## config.mk

```make
export PLATFORM = sky130hd
export DESIGN_NAME = stop_watch_ctrl_flat
export DESIGN_NICKNAME = d
export VERILOG_FILES = /design/src/rtl/sw_pkg.sv /design/src/rtl/stop_watch_ctrl_if.sv /design/src/rtl/sw_prescaler.sv /design/src/rtl/stop_watch_ctrl.sv /design/src/flat_wrapper.sv
export SDC_FILE = /design/constraint.sdc
export NUM_CORES = 1
export LEC_CHECK = 0
export CAP_MARGIN = 30
export CORE_MARGIN = 4
export CORE_UTILIZATION = 55
export CTS_BUF_LIST = sky130_fd_sc_hd__clkbuf_8
export DETAILED_ROUTE_END_ITERATION = 8
export GPL_TIMING_DRIVEN = 0
export PLACE_DENSITY = 0.82
export SYNTH_ARGS = -nofsm -noshare
export SYNTH_HDL_FRONTEND = slang
export SYNTH_SLANG_ARGS = --single-unit
```

## constraint.sdc

```tcl
create_clock -name clk -period 2.89 [get_ports clk]
set_clock_uncertainty 0.1 [all_clocks]
set_input_delay 0.578 -clock clk [delete_from_list [all_inputs] [get_ports clk]]
set_output_delay 0.578 -clock clk [all_outputs]
set_load 0.03 [all_outputs]
```

## src/rtl/sw_pkg.sv

```systemverilog
// Shared types and constants for the stopwatch controller: FSM states,
// datapath digit widths and the 59:59 preset value.
package sw_pkg;

    typedef enum logic [1:0] {
        IDLE    = 2'd0,
        RUN     = 2'd1,
        PAUSE   = 2'd2,
        EXPIRED = 2'd3
    } sw_state_e;

    localparam int MIN_ONES_W = 4;
    localparam int MIN_TENS_W = 3;
    localparam int SEC_ONES_W = 4;
    localparam int SEC_TENS_W = 3;

    localparam int PRESET_M1 = 5;
    localparam int PRESET_M2 = 9;
    localparam int PRESET_S1 = 5;
    localparam int PRESET_S2 = 9;

    typedef struct packed {
        logic [MIN_ONES_W-1:0] m2;
        logic [MIN_TENS_W-1:0] m1;
        logic [SEC_ONES_W-1:0] s2;
        logic [SEC_TENS_W-1:0] s1;
    } digits_t;

endpackage

```

## src/rtl/stop_watch_ctrl_if.sv

```systemverilog
// Button, datapath and display bundle of the stopwatch controller.
// The controller is the master; the datapath/display side is the slave.
interface stop_watch_ctrl_if;
    import sw_pkg::*;

    logic                  start_stop;
    logic                  lap;
    logic                  clear;
    logic [MIN_ONES_W-1:0] cnt_m2;
    logic [MIN_TENS_W-1:0] cnt_m1;
    logic [SEC_ONES_W-1:0] cnt_s2;
    logic [SEC_TENS_W-1:0] cnt_s1;
    logic                  cnt_en;
    logic                  cnt_load;
    logic [MIN_ONES_W-1:0] disp_m2;
    logic [MIN_TENS_W-1:0] disp_m1;
    logic [SEC_ONES_W-1:0] disp_s2;
    logic [SEC_TENS_W-1:0] disp_s1;
    logic                  running;
    logic                  paused;
    logic                  expired;
    logic                  lap_active;

    modport master (
        input  start_stop, lap, clear, cnt_m2, cnt_m1, cnt_s2, cnt_s1,
        output cnt_en, cnt_load, disp_m2, disp_m1, disp_s2, disp_s1,
        output running, paused, expired, lap_active
    );

    modport slave (
        output start_stop, lap, clear, cnt_m2, cnt_m1, cnt_s2, cnt_s1,
        input  cnt_en, cnt_load, disp_m2, disp_m1, disp_s2, disp_s1,
        input  running, paused, expired, lap_active
    );

endinterface

```

## src/rtl/sw_prescaler.sv

```systemverilog
// One-second prescaler: counts only while run is high, holds otherwise so a
// resumed second keeps its partial progress; clr forces it back to zero.
module sw_prescaler #(
    parameter int TICK_DIV = 50_000_000,
    parameter int PS_W     = 26
) (
    input  logic clk,
    input  logic reset,
    input  logic run,
    input  logic clr,
    output logic tick
);

    localparam logic [PS_W-1:0] LAST = PS_W'(TICK_DIV - 1);

    logic [PS_W-1:0] ps_reg;
    logic [PS_W-1:0] ps_next;

    always_comb begin
        ps_next = ps_reg;
        if (clr) begin
            ps_next = '0;
        end else if (run) begin
            ps_next = (ps_reg == LAST) ? '0 : ps_reg + 1'b1;
        end
    end

    always_ff @(posedge clk) begin
        if (!reset) begin
            ps_reg <= '0;
        end else begin
            ps_reg <= ps_next;
        end
    end

    assign tick = run && (ps_reg == LAST);

endmodule

```

## src/rtl/stop_watch_ctrl.sv

```systemverilog
// Run/pause/lap/clear sequencer for the mm:ss countdown datapath: turns
// debounced button levels into decrement/preset strobes and a lap-hold display.
module stop_watch_ctrl
    import sw_pkg::*;
#(
    parameter int TICK_DIV = 50_000_000,
    parameter int PS_W     = 26
) (
    input  logic              clk,
    input  logic              reset,
    stop_watch_ctrl_if.master bus
);

    localparam int NBTN = 3;

    sw_state_e       state_reg;
    sw_state_e       state_next;
    logic [NBTN-1:0] btn;
    logic [NBTN-1:0] btn_prev_reg;
    logic [NBTN-1:0] btn_ev;
    logic            ss_ev;
    logic            lap_ev;
    logic            clr_ev;
    logic            zero;
    logic            tick;
    logic            exp_entry;
    logic            lap_take;
    logic            cnt_en_reg;
    logic            cnt_load_reg;
    logic            lap_active_reg;
    digits_t         live;
    digits_t         hold_reg;
    digits_t         disp_sel;

    // Bit order fixes event priority lookups: 0 start_stop, 1 lap, 2 clear.
    assign btn = {bus.clear, bus.lap, bus.start_stop};

    always_ff @(posedge clk) begin
        if (!reset) begin
            btn_prev_reg <= '0;
        end else begin
            btn_prev_reg <= btn;
        end
    end

    for (genvar gi = 0; gi < NBTN; gi++) begin : g_edge
        assign btn_ev[gi] = btn[gi] & ~btn_prev_reg[gi];
    end

    assign ss_ev  = btn_ev[0];
    assign lap_ev = btn_ev[1];
    assign clr_ev = btn_ev[2];

    assign live = {bus.cnt_m2, bus.cnt_m1, bus.cnt_s2, bus.cnt_s1};
    assign zero = (live == '0);

    assign exp_entry = (state_reg == RUN) && zero && !clr_ev;
    // Lap loses to clear, start_stop and expiry arriving in the same cycle.
    assign lap_take  = lap_ev && !ss_ev && !clr_ev && !exp_entry &&
                       ((state_reg == RUN) || (state_reg == PAUSE));

    sw_prescaler #(
        .TICK_DIV (TICK_DIV),
        .PS_W     (PS_W)
    ) u_prescaler (
        .clk   (clk),
        .reset (reset),
        .run   (state_reg == RUN),
        .clr   (clr_ev | exp_entry),
        .tick  (tick)
    );

    always_ff @(posedge clk) begin
        if (!reset) begin
            state_reg <= IDLE;
        end else begin
            state_reg <= state_next;
        end
    end

    always_comb begin
        state_next = state_reg;
        if (clr_ev) begin
            state_next = IDLE;
        end else begin
            unique case (state_reg)
                IDLE:    if (ss_ev) state_next = RUN;
                RUN:     if (zero) state_next = EXPIRED;
                         else if (ss_ev) state_next = PAUSE;
                PAUSE:   if (ss_ev) state_next = RUN;
                EXPIRED: state_next = EXPIRED;
                default: state_next = IDLE;
            endcase
        end
    end

    // Suppressing cnt_en on clear keeps it disjoint from cnt_load.
    always_ff @(posedge clk) begin
        if (!reset) begin
            cnt_en_reg     <= 1'b0;
            cnt_load_reg   <= 1'b1;
            lap_active_reg <= 1'b0;
            hold_reg       <= '0;
        end else begin
            cnt_en_reg   <= tick & ~zero & ~clr_ev;
            cnt_load_reg <= clr_ev;
            if (clr_ev || exp_entry) begin
                lap_active_reg <= 1'b0;
            end else if (lap_take) begin
                lap_active_reg <= ~lap_active_reg;
            end
            if (lap_take && !lap_active_reg) begin
                hold_reg <= live;
            end
        end
    end

    always_comb begin
        disp_sel       = lap_active_reg ? hold_reg : live;
        bus.cnt_en     = cnt_en_reg;
        bus.cnt_load   = cnt_load_reg;
        bus.lap_active = lap_active_reg;
        bus.running    = (state_reg == RUN);
        bus.paused     = (state_reg == PAUSE);
        bus.expired    = (state_reg == EXPIRED);
        bus.disp_m2    = disp_sel.m2;
        bus.disp_m1    = disp_sel.m1;
        bus.disp_s2    = disp_sel.s2;
        bus.disp_s1    = disp_sel.s1;
    end

endmodule

```

## src/flat_wrapper.sv

```systemverilog
// flat-port wrapper written by rule: the top's interface ports become plain ports
module stop_watch_ctrl_flat import sw_pkg::*;
#(
    parameter int TICK_DIV = 50_000_000,
    parameter int PS_W     = 26
)
  (clk, reset, bus_start_stop, bus_lap, bus_clear, bus_cnt_m2, bus_cnt_m1, bus_cnt_s2, bus_cnt_s1, bus_cnt_en, bus_cnt_load, bus_disp_m2, bus_disp_m1, bus_disp_s2, bus_disp_s1, bus_running, bus_paused, bus_expired, bus_lap_active);
  stop_watch_ctrl_if bus_i ();
  input  logic clk;
  input  logic reset;
  input wire logic [$bits(bus_i.start_stop)-1:0] bus_start_stop;
  input wire logic [$bits(bus_i.lap)-1:0] bus_lap;
  input wire logic [$bits(bus_i.clear)-1:0] bus_clear;
  input wire logic [$bits(bus_i.cnt_m2)-1:0] bus_cnt_m2;
  input wire logic [$bits(bus_i.cnt_m1)-1:0] bus_cnt_m1;
  input wire logic [$bits(bus_i.cnt_s2)-1:0] bus_cnt_s2;
  input wire logic [$bits(bus_i.cnt_s1)-1:0] bus_cnt_s1;
  output wire logic [$bits(bus_i.cnt_en)-1:0] bus_cnt_en;
  output wire logic [$bits(bus_i.cnt_load)-1:0] bus_cnt_load;
  output wire logic [$bits(bus_i.disp_m2)-1:0] bus_disp_m2;
  output wire logic [$bits(bus_i.disp_m1)-1:0] bus_disp_m1;
  output wire logic [$bits(bus_i.disp_s2)-1:0] bus_disp_s2;
  output wire logic [$bits(bus_i.disp_s1)-1:0] bus_disp_s1;
  output wire logic [$bits(bus_i.running)-1:0] bus_running;
  output wire logic [$bits(bus_i.paused)-1:0] bus_paused;
  output wire logic [$bits(bus_i.expired)-1:0] bus_expired;
  output wire logic [$bits(bus_i.lap_active)-1:0] bus_lap_active;
  assign bus_i.start_stop = bus_start_stop;
  assign bus_i.lap = bus_lap;
  assign bus_i.clear = bus_clear;
  assign bus_i.cnt_m2 = bus_cnt_m2;
  assign bus_i.cnt_m1 = bus_cnt_m1;
  assign bus_i.cnt_s2 = bus_cnt_s2;
  assign bus_i.cnt_s1 = bus_cnt_s1;
  assign bus_cnt_en = bus_i.cnt_en;
  assign bus_cnt_load = bus_i.cnt_load;
  assign bus_disp_m2 = bus_i.disp_m2;
  assign bus_disp_m1 = bus_i.disp_m1;
  assign bus_disp_s2 = bus_i.disp_s2;
  assign bus_disp_s1 = bus_i.disp_s1;
  assign bus_running = bus_i.running;
  assign bus_paused = bus_i.paused;
  assign bus_expired = bus_i.expired;
  assign bus_lap_active = bus_i.lap_active;
  stop_watch_ctrl #(.TICK_DIV(TICK_DIV), .PS_W(PS_W)) u_core (.clk(clk), .reset(reset), .bus(bus_i));
endmodule
```

==> metrics.md, run 1 <==
| Metric | Value |
|---|---|
| Register bit total from synthesis | 48 |
| Hold Crit Endpoint | u_core.hold_reg[0]$_SDFFE_PN0P_ |
| Vias in the first global route | 2,061 |
| Die height | 74.4 um |
| Total negative slack | 0 ps |
| Synth Area in Compound Gates | 16.7% |
| M3 GR Usage | between 4 and 5% |
| HP Class | reg -> reg |
| Hold Path Stages | 2 |
| Die W | 74.4 um |
| Fin crit share | 94.9% |
| Global-route usage over all layers | a little over a fifth |
| Fin area | 0.00301 mm^2 |
| Layout cells sized above 1 | 13.5% |
| CTS Buffer Depth | 2 |
| Synth unique cells | 39 |
| Yosys warning count | 0 |
| Setup Buffers After CTS | 0 |
| Max_cap viols | 0 |
| Worst R2R Start | u_core.state_reg[0]$_SDFFE_PP0P_ |
| Initial antenna violation count | 0 |
| # DRC | 0 |
| Drt pass-1 iters | 4 |
| TritonCTS clock tree | built |
| Critical path capture point type | primary output |
| Crit-path slowest cell | clkdlybuf4s50_1 |
| Placed cell areas | 0.00287 mm^2 |
| VDD IR max | 0.316 mV |
| Post-Synth XOR/XNOR Area | ~4.3% |
| Delay-heaviest family, CP | buffers and inverters |
| Placed instance count | roughly 350 |
| RSZ-0062 raised after global routing | no |
| RR Endpoint | u_core.hold_reg[7]$_SDFFE_PN0P_ |
| Main combinational cell family by area after synthesis | simple AND/OR/NAND/NOR gates |
| Critical Path RT | around 2200 ps |
| Main flop type after synthesis | dfxtp_1 |
| Most frequent cells in the layout | dfxtp_1 (47), clkdlybuf4s50_1 (38), nand3_1 (23) |
| Worst Tran Pin Value | 886 ps |
| 1st-iter DRT viols | 197 |
| Nets@finish | 334 |
| Fmax | 365 MHz |
| Area growth syn-to-layout | 24.1% |
| Ports | 39 |
| Most common cell after layout, fill and taps aside | dfxtp_1 |
| Routability cong. | between 0.7 and 0.8 |
| DPL Wire Length | 4030 um |
| Number of CTS-inserted buffers | 5 |
| Worst-case reg-to-reg path depth | 7 |
| Pwr/cell area | 449 mW/mm^2 |
| PostCTS Resize Cnt | 2 |
| Lkg Pwr | 0.969 nW |
| Syn Inst Count | 265 |
| Slowest cell delay on critical path | 600 ps |
| Largest net degree at the start of global routing | 16 |
| Final Critical Period | roughly 2700 ps |
| Mux contribution to synthesized area | 6.92% |
| Max-slew headroom | 40.4% |
| Met2 Usage GRT | 33.7% |
| Met1 Track Usage GR | 30.7% |
| Die area | about 0.0055 mm^2 |
| # hold bufs at CTS | 0 |
| Routed Antenna Nets | 0 |
| Syn Nets | 290 |
| H-Tree Depth | 2 |
| Synth async-reset ratio | 0% |
| Final Instance Count excl. Fillers | 360 |
| Vias per Instance | 6.25 |
| Setup CP Type | reg -> out |
| CTS sink cnt | 48 |
| DR vias | approximately 2.3k |
| # diodes | 0 |
| Fill cells | 307 |
| Starting Density | 58.9% |
| Largest register FFs | 26 |
| Mean post-synth cell area | 9.14 um^2 |
| Per-cell routed wire length | around 16 um |
| Post-Syn Area | 0.00242 mm^2 |
| Worst path bufs/invs | 2 |
| Register clock-pin slew on the reported worst setup and hold paths | 90 ps |
| Grt peak-use layer | met2 |
| PortBufs | 38 |
| CP arrival | 2060 ps |
| First-pass GRT wire length | between 9000 and 10,000 um |
| Clock Tree Root | clkbuf_8 |
| Total Wirelength | between 5000 and 6000 um |
| Critical Path, Cell by Cell | clkbuf_2 -> mux2_2 -> clkdlybuf4s50_1 |
| CP Launch Type | flop |
| Outcome | finished clean |
| HP Start | u_core.hold_reg[0]$_SDFFE_PN0P_ |
| CP max FO | 10 |
| Core Area | 0.00412 mm^2 |
| Post-synth EDFFs | 0 |
| Final setup vio count | 0 |
| Simple-Gate Fraction of Synth Area | between 20% and 30% |
| Synth Area in Adders | 3.10% |
| Clock Latency Late Sink | 310 ps |
| FF-to-FF setup slack | 320 ps |
| Slew Viols, Final | 0 |
| Site Rows | 23 |
| Register area share after synthesis | about two fifths |
| Total congestion overflow | 0 |
| Hold Fails Final Rpt | 0 |
-- cell usage after synthesis (2+ instances only) --
cell	number	area [um^2]
dfxtp_1	48	961
nor4_1	6	37.5
inv_1	5	18.8
nand2_1	10	37.5
nor2b_1	3	18.8
and2_1	4	25.0
or4_1	9	67.6
xnor2_1	4	35.0
xor2_1	8	70.1
nor3_1	14	70.1
o21ai_0	20	100
mux2_2	14	158
buf_2	5	25.0
a21boi_0	13	97.6
and3_1	3	18.8
o31ai_1	9	67.6
nand3_1	23	115
and4_1	5	43.8
a211oi_2	2	25.0
or3_1	5	31.3
a211oi_1	11	82.6
nor2_1	3	11.3
ha_1	6	75.1
nand4_1	11	68.8
clkbuf_1	10	37.5
-- final cells by class --
type                       instances  area (um^2)  area share, %
tap                               50         62.6           2.08
clock buffer                       5         68.8           2.29
sequential                        48          962           32.0
buffer                            15         73.8           2.46
inverter                           5         18.8          0.624
timing repair buffer              38          380           12.7
clock inverter                     3         42.5           1.42
multi-input combinational        196         1400           46.5
-- tightest hold or removal path, cell delays in order, from the launching register on --
cell	delay, ps
dfxtp_1	320
o21ai_0	60
a21boi_0	70
-- stage by stage --
step	setup slack [ps]	hold WS (ps)	util [%]	power, mW
2_1_floorplan	410	349	-	0.796
3_3_place_gp	-336	361	69.6	0.873
3_5_place_dp	-376	377	69.6	0.876
4_1_cts	16.6	388	72.3	1.36
5_1_grt	38.8	409	73.0	1.40
6_report	148	388	73.0	1.35
-- cell families (layout without fill, tap and decap cells) --
group | after synthesis | in the layout
xor gates and xnor gates | 12 | 12
DFF | 48 | 48
AOI/OAI and AO/OA | 59 | 59
and+or+nand+nor | 104 | 104
buffers and inverters | 21 | 66
adders and majority gates | 6 | 6
muxes | 15 | 15
-- per-layer routing --
| metal | vias to the layer above | share of wire (%) |
|---|---|---|
| met4 | 0 | 1.2 |
| met5 | - | 0 |
| met2 | 74 | 45 |
| met3 | 9 | 5.3 |
| li1 | 1104 | - |
| met1 | 1064 | 48 |
-- power by group --
part           total (mW)  internal, mW  switching, mW
combinational       0.185        0.0850          0.100
sequential          0.682         0.673        0.00859
clock               0.484         0.256          0.228
-- how the worst max path moves through the flow --
stage,from,slack (ps),cells past startpoint,end
floorplan,u_core.state_reg[1]$_SDFFE_PP0P_,410,9,u_core.u_prescaler.ps_reg[0]$_SDFFE_PP0N_
finish,u_core.bus.lap_active$_SDFFE_PP0P_,150,3,bus_disp_m2[0]
detailed placement,bus_cnt_s2[1],-380,6,u_core.u_prescaler.ps_reg[14]$_SDFFE_PP0N_
CTS,u_core.bus.lap_active$_SDFFE_PP0P_,20,3,bus_disp_m2[0]
global route,u_core.state_reg[0]$_SDFFE_PP0P_,40,7,u_core.hold_reg[0]$_SDFFE_PN0P_
global placement,bus_cnt_s2[1],-340,6,u_core.u_prescaler.ps_reg[0]$_SDFFE_PP0N_
(Power assumes the default switching activity.)
==> run 2, diff against run 1 <==
--- a/config.mk
+++ b/config.mk
@@ -7,11 +7,11 @@
 export LEC_CHECK = 0
 export CAP_MARGIN = 30
 export CORE_MARGIN = 4
-export CORE_UTILIZATION = 55
-export CTS_BUF_LIST = sky130_fd_sc_hd__clkbuf_8
+export CORE_UTILIZATION = 45
+export CTS_BUF_LIST = sky130_fd_sc_hd__clkbuf_16
 export DETAILED_ROUTE_END_ITERATION = 8
 export GPL_TIMING_DRIVEN = 0
-export PLACE_DENSITY = 0.82
+export PLACE_DENSITY = 0.69
 export SYNTH_ARGS = -nofsm -noshare
 export SYNTH_HDL_FRONTEND = slang
 export SYNTH_SLANG_ARGS = --single-unit
==> metrics.md, run 2 (synthesis results as in run 1) <==
| Metric | Value |
|---|---|
| Outcome | finished clean |
| # hold bufs at CTS | 0 |
| Lkg Pwr | about 1 nW |
| PortBufs | 38 |
| Die W | 81.4 um |
| Clock Tree Root | clkbuf_16 |
| P_int | 1.07 mW |
| Site Rows | 26 |
| HP Start | u_core.hold_reg[0]$_SDFFE_PN0P_ |
| Total negative slack | 0 ps |
| Total congestion overflow | 0 |
| Setup crit start | u_core.bus.lap_active$_SDFFE_PP0P_ |
| Hold Fails Final Rpt | 0 |
| Drt pass-1 iters | 4 |
| 1st-iter DRT viols | 128 |
| Per-cell routed wire length | 15.5 um |
| RSZ-0062 raised after global routing | no |
| Initial antenna violation count | 0 |
| Switching component of the power | 0.350 mW |
| Area growth syn-to-layout | 26.3% |
| Setup CP Type | reg -> out |
| Critical Path RT | ~2200 ps |
| Starting Density | between 40% and 50% |
| VDD IR max | 0.268 mV |
| Delay-heaviest family, CP | buffers and inverters |
| Worst Tran Pin Value | 815 ps |
| HP Class | reg -> reg |
| Critical Path, Cell by Cell | clkbuf_4 -> mux2_2 -> clkdlybuf4s50_1 |
| Total Wirelength | 5890 um |
| First-pass GRT wire length | 10,000 um |
| Fin crit share | between 90 and 100% |
| Routability cong. | 0.833 |
| Largest register FFs | 26 |
| CP max FO | 10 |
| Die area | between 0.006 and 0.007 mm^2 |
| Routed Antenna Nets | 0 |
| Max_cap viols | 0 |
| Vias per Instance | 5.81 |
| Most common cell after layout, fill and taps aside | dfxtp_1 |
| Sw Ratio | approximately a quarter |
| Clk pwr share | about 39% |
| Setup Buffers After CTS | 0 |
| Fin util | roughly three fifths |
| DR vias | 2,206 |
| Nets@finish | roughly 330 |
| Final setup vio count | 0 |
| Worst path bufs/invs | 2 |
| Fill cells | 460 |
| Comb pwr share | 12.8% |
| Clock Latency Late Sink | between 200 and 300 ps |
| Die height | 81.4 um |
| Largest net degree at the start of global routing | 15 |
| Most frequent cells in the layout | dfxtp_1 (48), clkdlybuf4s50_1 (38), nand3_1 (23) |
| H-Tree Depth | 2 |
| Vias in the first global route | 2,118 |
| # DRC | 0 |
| Crit-path slowest cell | clkdlybuf4s50_1 |
| Pwr/cell area | 465 mW/mm^2 |
| Number of CTS-inserted buffers | 5 |
| CTS sink cnt | 48 |
| Worst R2R Start | u_core.state_reg[1]$_SDFFE_PP0P_ |
| Ports | 39 |
| Fmax | 361 MHz |
| Slew Viols, Final | 0 |
| DPL Wire Length | 4310 um |
| Sequential share of power | 47.9% |
| CP Launch Type | flop |
| Critical path capture point type | primary output |
| CP arrival | 2090 ps |
| Register clock-pin slew on the reported worst setup and hold paths | 60 ps |
| Core Area | 0.00517 mm^2 |
| Layout cells sized above 1 | roughly 13% |
| Slowest cell delay on critical path | ~600 ps |
| Total power | 1.42 mW |
| CTS Buffer Depth | 2 |
| # diodes | 0 |
| Final Critical Period | 2770 ps |
| Global-route usage over all layers | between 10% and 20% |
| Max-slew headroom | a little under half |
| TritonCTS clock tree | built |
run 2: cell types whose count changed in the layout (fill, tap and decap cells not counted), sizes merged:
cell | before | now
bufinv | 1 | 0
clkinv | 1 | 3
clkinvlp | 1 | 0
run 2: layer usage:
layer | global-route usage [%] | vias to the layer above | part of all wire [%]
li1 | - | 1104 | -
met1 | 26.8 | 1056 | 50
met2 | 30.5 | 39 | 46
met3 | 3.44 | 7 | 3.4
met4 | 6.08 | 0 | 1.0
met5 | 0 | - | 0
run 2: final cells by class:
type	count	area (um^2)	area share [%]
multi-input combinational	196	1400	45.7
sequential	48	961	31.4
timing repair buffer	38	380	12.4
clock buffer	5	125	4.09
tap	70	87.6	2.86
buffer	15	75.1	2.45
inverter	5	18.8	0.613
clock inverter	3	13.8	0.450
run 2: worst reg2reg max path, cell delays in order, from the launching register on:
cell     delay (ps)
dfxtp_1         340
inv_1           120
ha_1            180
buf_2           190
and4_1          180
buf_2           220
nand4_1         160
nor4_4          530
buf_2           370
nor3_1          100
run 2: final timing paths:
path              cells past startpoint  slack, ps                                         end
setup / recovery                      3        120                              bus_disp_m2[0]
hold / removal                        2        380             u_core.hold_reg[0]$_SDFFE_PN0P_
setup reg to reg                      9        290  u_core.u_prescaler.ps_reg[14]$_SDFFE_PP0N_
hold reg to reg                       2        380             u_core.hold_reg[0]$_SDFFE_PN0P_
run 2: through the flow:
step | setup slack [ps] | hold WS, ps | instances | cell area (um^2)
3_3_place_gp | -399 | 362 | 373 | 2890
4_1_cts | 13.2 | 381 | 380 | 3040
2_1_floorplan | 410 | 349 | 265 | 2420
6_report | 122 | 381 | 380 | 3060
5_1_grt | 41.2 | 406 | 380 | 3060
3_5_place_dp | -443 | 372 | 373 | 2890
run 2: what timing repair did:
item | 4_1_cts | 5_1_grt
resized for setup | 5 | 3
endpoints found under the setup margin | 28 | 22
hold endpoints to repair | 0 | 0
run 2: power by group through the flow:
stage | sequential [mW] | combinational, mW | clock, mW
floorplan | 0.696 | 0.100 | 0
global placement | 0.695 | 0.180 | 0
detailed placement | 0.696 | 0.182 | 0
CTS | 0.681 | 0.183 | 0.571
global route | 0.683 | 0.197 | 0.599
finish | 0.682 | 0.183 | 0.558
